==> src/rtl/csr_addr_fifo.sv <==
// Multi-entry CSR address FIFO between the CSR issue port and commit.
// Holds in-flight CSR addresses in program order; optional CFI landing-pad remap.
package csr_addr_fifo_pkg;
  localparam int XLEN = 64;
  typedef logic [XLEN-1:0] xlen_t;

  typedef enum logic [3:0] {
    CSR_READ,
    CSR_WRITE,
    CSR_SET,
    CSR_CLEAR,
    LPSLL,
    LPSML,
    LPSUL,
    LPCLL,
    ADD
  } fu_op_e;

  typedef struct packed {
    fu_op_e operation;
    xlen_t  operand_a;
    xlen_t  operand_b;
  } fu_data_t;

  localparam logic [11:0] CSR_LPLR = 12'h806;
  localparam logic [11:0] CSR_ELP  = 12'h807;
endpackage

module csr_addr_fifo
  import csr_addr_fifo_pkg::*;
#(
  parameter int unsigned DEPTH  = 4,
  parameter bit          CFI_EN = 1'b1
) (
  input  logic                       clk_i,
  input  logic                       rst_i,
  input  logic                       flush_i,
  input  fu_data_t                   fu_data_i,
  input  logic                       csr_valid_i,
  output logic                       csr_ready_o,
  output xlen_t                      csr_result_o,
  input  logic                       csr_commit_i,
  output logic [11:0]                csr_addr_o,
  output logic                       csr_addr_valid_o,
  output logic [$clog2(DEPTH+1)-1:0] csr_count_o,
  output logic                       commit_err_o
);
  localparam int PW = (DEPTH > 1) ? $clog2(DEPTH) : 1;
  localparam int CW = $clog2(DEPTH + 1);
  localparam logic [CW-1:0] DEPTH_C = CW'(DEPTH);
  localparam logic [PW-1:0] LAST_C  = PW'(DEPTH - 1);

  // Handshake: a request transfers on a cycle where csr_valid_i and csr_ready_o
  // are both high and flush_i is low; ready never looks at valid.

  logic [11:0]   mem_q [DEPTH];
  logic [PW-1:0] head_q, tail_q;
  logic [CW-1:0] count_q;
  logic          err_q;
  logic          empty, push, pop;
  logic [11:0]   push_addr;

  function automatic logic [PW-1:0] next_ptr(input logic [PW-1:0] p);
    return (p == LAST_C) ? '0 : p + PW'(1);
  endfunction

  assign empty       = (count_q == '0);
  assign csr_ready_o = (count_q < DEPTH_C) | csr_commit_i;
  assign push        = csr_valid_i & csr_ready_o & ~flush_i;
  assign pop         = csr_commit_i & ~empty & ~flush_i;

  always_comb begin
    push_addr = fu_data_i.operand_b[11:0];
    if (CFI_EN) begin
      unique case (fu_data_i.operation)
        LPSLL, LPSML, LPSUL: push_addr = CSR_LPLR;
        LPCLL:               push_addr = CSR_ELP;
        default:             push_addr = fu_data_i.operand_b[11:0];
      endcase
    end
  end

  always_ff @(posedge clk_i) begin
    if (rst_i) begin
      head_q  <= '0;
      tail_q  <= '0;
      count_q <= '0;
      err_q   <= 1'b0;
      for (int i = 0; i < int'(DEPTH); i++) mem_q[i] <= '0;
    end else if (flush_i) begin
      // Array contents are left stale; count 0 hides them.
      head_q  <= '0;
      tail_q  <= '0;
      count_q <= '0;
      err_q   <= 1'b0;
    end else begin
      if (push) begin
        mem_q[tail_q] <= push_addr;
        tail_q        <= next_ptr(tail_q);
      end
      if (pop) head_q <= next_ptr(head_q);
      unique case ({push, pop})
        2'b10:   count_q <= count_q + CW'(1);
        2'b01:   count_q <= count_q - CW'(1);
        default: count_q <= count_q;
      endcase
      err_q <= csr_commit_i & empty;
    end
  end

  assign csr_result_o     = fu_data_i.operand_a;
  assign csr_addr_o       = empty ? 12'h000 : mem_q[head_q];
  assign csr_addr_valid_o = ~empty;
  assign csr_count_o      = count_q;
  assign commit_err_o     = err_q;
endmodule
==> config.mk <==
export PLATFORM = sky130hd
export DESIGN_NAME = csr_addr_fifo
export DESIGN_NICKNAME = d
export VERILOG_FILES = /design/src/rtl/csr_addr_fifo.sv
export SDC_FILE = /design/constraint.sdc
export NUM_CORES = 1
export LEC_CHECK = 0
export ABC_AREA = 0
export CAP_MARGIN = 20
export CELL_PAD_IN_SITES_DETAIL_PLACEMENT = 0
export CELL_PAD_IN_SITES_GLOBAL_PLACEMENT = 1
export CORE_MARGIN = 4
export CORE_UTILIZATION = 26
export DETAILED_ROUTE_END_ITERATION = 8
export GPL_TIMING_DRIVEN = 0
export HOLD_SLACK_MARGIN = 0.12
export PLACE_DENSITY_LB_ADDON = 0.1
export SYNTH_ARGS = -nofsm -noshare
export SYNTH_HDL_FRONTEND = slang
export SYNTH_SLANG_ARGS = --single-unit
==> constraint.sdc <==
create_clock -name clk_i -period 2.5 [get_ports clk_i]
set_input_delay 0.25 -clock clk_i [delete_from_list [all_inputs] [get_ports clk_i]]
set_output_delay 0.25 -clock clk_i [all_outputs]
set_load 0.05 [all_outputs]
== After elaboration in Yosys (flattened, before gate mapping) ==
Memory sizes are Yosys's and may differ from the RTL's. A register that Yosys moved wholly into a read port is not among the register bits.
Cells that the tools add are included.

* $add $sub $neg: 4
* Magnitude comparators: 1
* Eq/ne operators: 8
* Muxes and demuxes: 16
* Bitwise gates (word level): 8
* Reductions and logical operators: 5

{| class="wikitable"
|+ Operators by type and width
! operator !! number
|-
| 12-bit two-way mux || 2
|-
| 12-bit case mux with 2 select lines || 1
|-
| 4-bit by 3-bit == test with 1-bit output (second input constant) || 4
|-
| 12-bit OR reduction || 1
|-
| 2-bit two-way mux || 5
|-
| 1-bit two-way mux || 7
|-
| 2-bit == test (second input constant) || 3
|-
| 3-bit case mux with 2 select lines || 1
|-
| 1-bit AND || 5
|-
| 2-bit by 1-bit adder with 2-bit output (second input constant) || 2
|-
| 3-bit by 1-bit adder with 3-bit output (second input constant) || 1
|-
| 3-bit zero test || 1
|-
| 3-bit < comparator (second input constant) || 1
|-
| 3-bit OR reduction || 1
|-
| 3-bit by 1-bit subtractor with 3-bit output (second input constant) || 1
|-
| 2-bit by 1-bit == test with 1-bit output (second input constant) || 1
|-
| 1-bit inverter || 2
|-
| 2-bit nonzero test || 1
|-
| 2-bit OR reduction || 1
|-
| 1-bit OR || 1
|}

* Bits in registers: 8
* Bits in writable memories: 48
* Input bits: 137
* Output and inout bits: 82
* Word-level logic and storage cells: 47
* Memories kept: 1

{| class="wikitable"
|+ Memory list
! memory !! words !! bits a word !! rd ports !! clocked after Yosys merged registers in !! write ports !! RTL line !! RTL
|-
| mem_q || 4 || 12 || 1 || 1 || 4 || 56 || <nowiki>logic [11:0] mem_q [DEPTH];</nowiki>
|}

== Longest topological paths before layout ==
* Word-level depth: 10
* Gate-level depth with buffers: 9
* Gate-level depth less buffers: 9

== Worst setup path after synthesis ==
OpenSTA, ideal clock, no wires.

* Path kind: register to register
* Start point: reg count_q[2] (netlist: csr_count_o[2])
* End point: mem mem_q[0][0], enable pin
* Library setup time: 383 ps
* Arrival: 2125 ps
* Data required time: 2117 ps
* Path slack: -8 ps
* Cell stages (with the launch flop): 6
* Buffers on the path: 1
* Period minus slack after synthesis: 2508 ps
* Cell sequence: dfxtp_1 > nor2b_4 > inv_1 > nand3_1 > buf_2 > o21bai_1

{| class="wikitable"
|+ RTL lines
! element !! RTL line !! RTL
|-
| from (decl) || 58 || <nowiki>logic [CW-1:0] count_q;</nowiki>
|-
| from (signal assigned) || 103 || <nowiki>2'b10: count_q <= count_q + CW'(1);</nowiki>
|-
| from (signal assigned) || 104 || <nowiki>2'b01: count_q <= count_q - CW'(1);</nowiki>
|-
| from (signal assigned) || 105 || <nowiki>default: count_q <= count_q;</nowiki>
|-
| to (decl) || 56 ||
|}

==> results by group <==
Die
  – Number of primary I/O pins: ~220
  – Floorplan die height: 120 um
  – CORE AREA: 0.0121 mm^2
  – Horizontal extent of the die: roughly 120 um
  – Area of the die: 0.0144 mm^2
  – Initial Utilization: 26.9%
  – Number of cell rows: 40

Setup path
  – End of the worst register-to-register path: csr_count_o[2]
  – Critical path required time: ~2.3 ns
  – Reg2reg start: csr_count_o[2]
  – Worst path max stage delay: a little over 0.7 ns
  – Type of the worst setup path: reg2out
  – Worst setup EP type: output pin
  – Crit path arrival time: roughly 2.1 ns
  – Worst-case register-to-register setup slack: about 0.33 ns
  – Maximum net fanout on the critical path: 3
  – Cell breakdown of the critical path: mux4_2 -> nor2b_1 -> clkdlybuf4s50_1
  – Worst Setup Start Kind: flop
  – Critical-path top delay cell: clkdlybuf4s50_1
  – Worst Reg-to-Reg Cells: 9

Synthesis
  – Xor/xnor share of the synthesized area: 0.538%
  – Flop and latch count out of synthesis: 58
  – Cell accounting for the most synthesized area: edfxtp_1
  – Compound-Gate Fraction of Synth Area: between 1.5 and 2%
  – Mean instance size in the synthesized netlist: between 10 and 15 um^2
  – Sequential area share after synthesis: between 50% and 60%
  – Synth Area in Simple Gates: a little under a fifth
  – Mux cell area share after synthesis: between 9 and 10%
  – Mapped Nets: a little over 400
  – Adder and majority cell fraction of the synthesized area: under 10%
  – Count of cell types in the netlist: 37
  – Dominant combinational cell family by area after synthesis: simple AND/OR/NAND/NOR gates
  – Post-Synthesis Cells: between 200 and 300
  – Number of flops mapped to enable cells by yosys: 48
  – Most used DFF post-synth: edfxtp_1
  – Synth top area cells: edfxtp_1 (44%), buf_4 (15%), mux4_2 (8.3%)
  – Cell area after synthesis: approximately 0.0033 mm^2
  – Area share of the leading cell type in the synthesized netlist: between 40% and 50%
  – Share of async-settable or async-resettable flops after synthesis: 0%
  – Yosys warning total: 0

Detailed routing
  – Routed WL per cell: 15.0 um
  – Iteration-0 DRC Markers: about 50
  – Routed wire length: between 8000 and 9000 um
  – Antenna-violating nets left: 0
  – DRC violation count after routing: 0
  – Via density per instance: roughly 4.2
  – Number of iterations in the first detailed-routing pass: 4
  – Vias after detailed routing: around 2300

STA
  – Setup repair after global routing missed its margin: false
  – Max Fclk: 422 MHz
  – Transition at the pin with the smallest max-transition slack: about 0.76 ns
  – Final worst-path cycle share: a little over nine tenths
  – Fin worst setup slack: approximately 0.13 ns
  – Final hold violation count: 0
  – Worst hold slack after final layout: 0.507 ns
  – Number of max-slew violations in the final report: 0
  – Final Critical Period: roughly 2.4 ns
  – Fin Clk Skew: 0.00449 ns
  – Endpoints failing setup: 0
  – Worst-case headroom to the max-slew limit: just under 50%

Global routing
  – Via count of the first global-routing pass: about 2500
  – Global-route wire length before repair: about 13000 um
  – Total global-route track usage: about an eighth
  – Maximum number of pins on one net before global-route repair: 13
  – Number of antenna violations at the first check in global routing: 0
  – Leftover overflow at the end of global routing: 0

Power and ir drop
  – Switching share of power: a little over a quarter
  – Part of the total power dissipated in sequential elements: 38.9%
  – Static Leak: 1.88 nW
  – Largest vdd supply drop: just under 300 uV
  – Total net switching power: 0.749 mW
  – Cell internal power dissipation: between 2 and 2.5 mW
  – Fraction of power consumed by the clock network: between 40% and 50%
  – Combinational group share of total power: 20.2%
  – Pwr per Cell Area: 590 mW/mm^2

Finish
  – FF+latch area: 0.00164 mm^2
  – Share of layout cells above drive strength 1: about 29%
  – Area of combinational cells with multiple inputs: 0.00106 mm^2
  – Antenna diode count: 0
  – Signed area change from the synthesized netlist to the final layout: 46.8%
  – Fill count: roughly 1200
  – Total Nets Final: approximately 530

Status
  – Run status: finished clean

Placed design
  – Pre-CTS setup slack: -0.226 ns
  – Gp weighted congestion: between 0.7 and 0.8
  – Hpwl dp: just over 6000 um
  – Count of input and output buffers: ~100

Clock tree
  – Number of buffers on the longest clock path: 2
  – Clock tree from TritonCTS: done
  – Clock root buffer: clkbuf_16
  – Post-CTS repair timing setup buffer count: 0
  – Number of clock buffers inserted by TritonCTS: 9
  – Hold-fix buffers, CTS: 0
  – Clock latency reported for the late side of the worst-skew pair: 0.32 ns
  – CTS clock-pin slew for the worst setup and hold paths: ~0.05 ns
  – Number of H-tree levels: 3
  – Number of sinks handled by clock tree synthesis: a little under 60

Worst hold path
  – Worst hold path class: reg2reg
  – Number of instances on the worst hold path: 2
  – Endpoint of the worst hold path: head_q[0]
  – Hold wc startpoint: head_q[0]

Flow run
  – Max-capacitance violation count: 0
what timing repair did:
item                       4_1_cts  5_1_grt
setup endpoints to repair       13        3
gates resized for setup         14        3
gates cloned                     0        0
worst max path at each step:
stage,end,slack (ns),depth (start not counted)
after floorplan,csr_count_o[2],0.15,9
after global placement,csr_addr_o[9],-0.25,4
after detailed placement,csr_addr_o[9],-0.23,4
after CTS,csr_addr_valid_o,0.03,4
after global routing,csr_addr_o[0],0.03,3
final,csr_addr_o[0],0.13,3
area by class of cell:
type	count	area share, %
Clock inverter	5	0.969
Buffer	76	11.6
Timing Repair Buffer	102	21.2
Inverter	7	0.550
Tap cell	168	4.40
Sequential cell	58	34.4
Multi-Input combinational cell	131	22.2
Clock buffer	10	4.79
logic make-up after synthesis:
group | Yosys count
muxes | 15
adders and majority gates | 4
buffers and inverters | 83
xor gates and xnor gates | 2
DFF | 58
AOI/OAI and AO/OA | 9
and+or+nand+nor | 101
metal layers:
| layer | GRT usage [%] | up-vias | wire, um |
|---|---|---|---|
| met3 | 3.16 | 10 | 539 |
| met5 | 0 | - | 0 |
| met4 | 4.51 | 0 | 127 |
| li1 | - | 1118 | - |
| met1 | 14.8 | 1087 | 3650 |
| met2 | 19.3 | 104 | 4030 |
critical path: cells and delay by family, from the launching register on:
kind / cells / cell delay (ns)
flip-flops: 1 / 0.42
buffers and inverters: 1 / 0.71
multiplexers: 1 / 0.52
AND/OR/NAND/NOR: 1 / 0.14
through the flow:
stage	power, mW	instance area [um^2]	TNS [ns]	std cells	utilization [%]
after CTS	2.85	4770	0	557	39.4
after floorplan	1.50	3260	0	272	-
after detailed placement	1.69	4490	-2.72	542	37.1
after global placement	1.69	4490	-3.20	542	37.1
final	2.82	4780	0	557	39.5
after global routing	2.92	4780	0	557	39.5
cell usage after synthesis, types with 2 or more instances:
library cell,instances
edfxtp_1,48
or3_1,3
nand2_1,13
clkbuf_1,5
xor2_1,2
nor3_1,14
nand4_1,2
nor3b_2,8
nand3_1,3
ha_1,3
dfxtp_1,10
and2_1,8
buf_6,2
buf_4,65
nor2_1,20
buf_2,3
mux2i_1,3
a21oi_1,3
o21ai_0,2
mux4_2,12
and3_1,9
nor2b_1,14
inv_1,6
power groups by stage:
stage	Combinational, mW	Clock [mW]	Sequential, mW
final	0.570	1.15	1.10
after global placement	0.578	0	1.11
after detailed placement	0.579	0	1.12
after CTS	0.577	1.17	1.10
after floorplan	0.385	0	1.12
after global routing	0.600	1.22	1.10
placed cells by master (no fill, tap or decap), types with 3 or more instances in the layout:
cell type and instances:
a21oi_1 3, and2_1 8, and3_1 9, buf_2 4, buf_4 64, buf_6 3
clkbuf_1 5, clkbuf_16 9, clkdlybuf4s50_1 91, clkinv_1 3, dfxtp_1 10, dlygate4sd2_1 10
edfxtp_1 48, ha_1 3, inv_1 6, mux2i_1 3, mux4_2 12, nand2_1 13
nand3_1 3, nor2_1 20, nor2b_1 14, nor3_1 12, nor3b_2 8, or3_1 3
state kept, by name, summed over array words and instances, names as in the netlist, named ones only:
| signal | cells |
|---|---|
| head_q | 2 |
| mem_q | 48 |
| tail_q | 2 |
| csr_count_o | 3 |
| commit_err_o | 1 |
No activity file was read; power rests on OpenSTA's default activity.
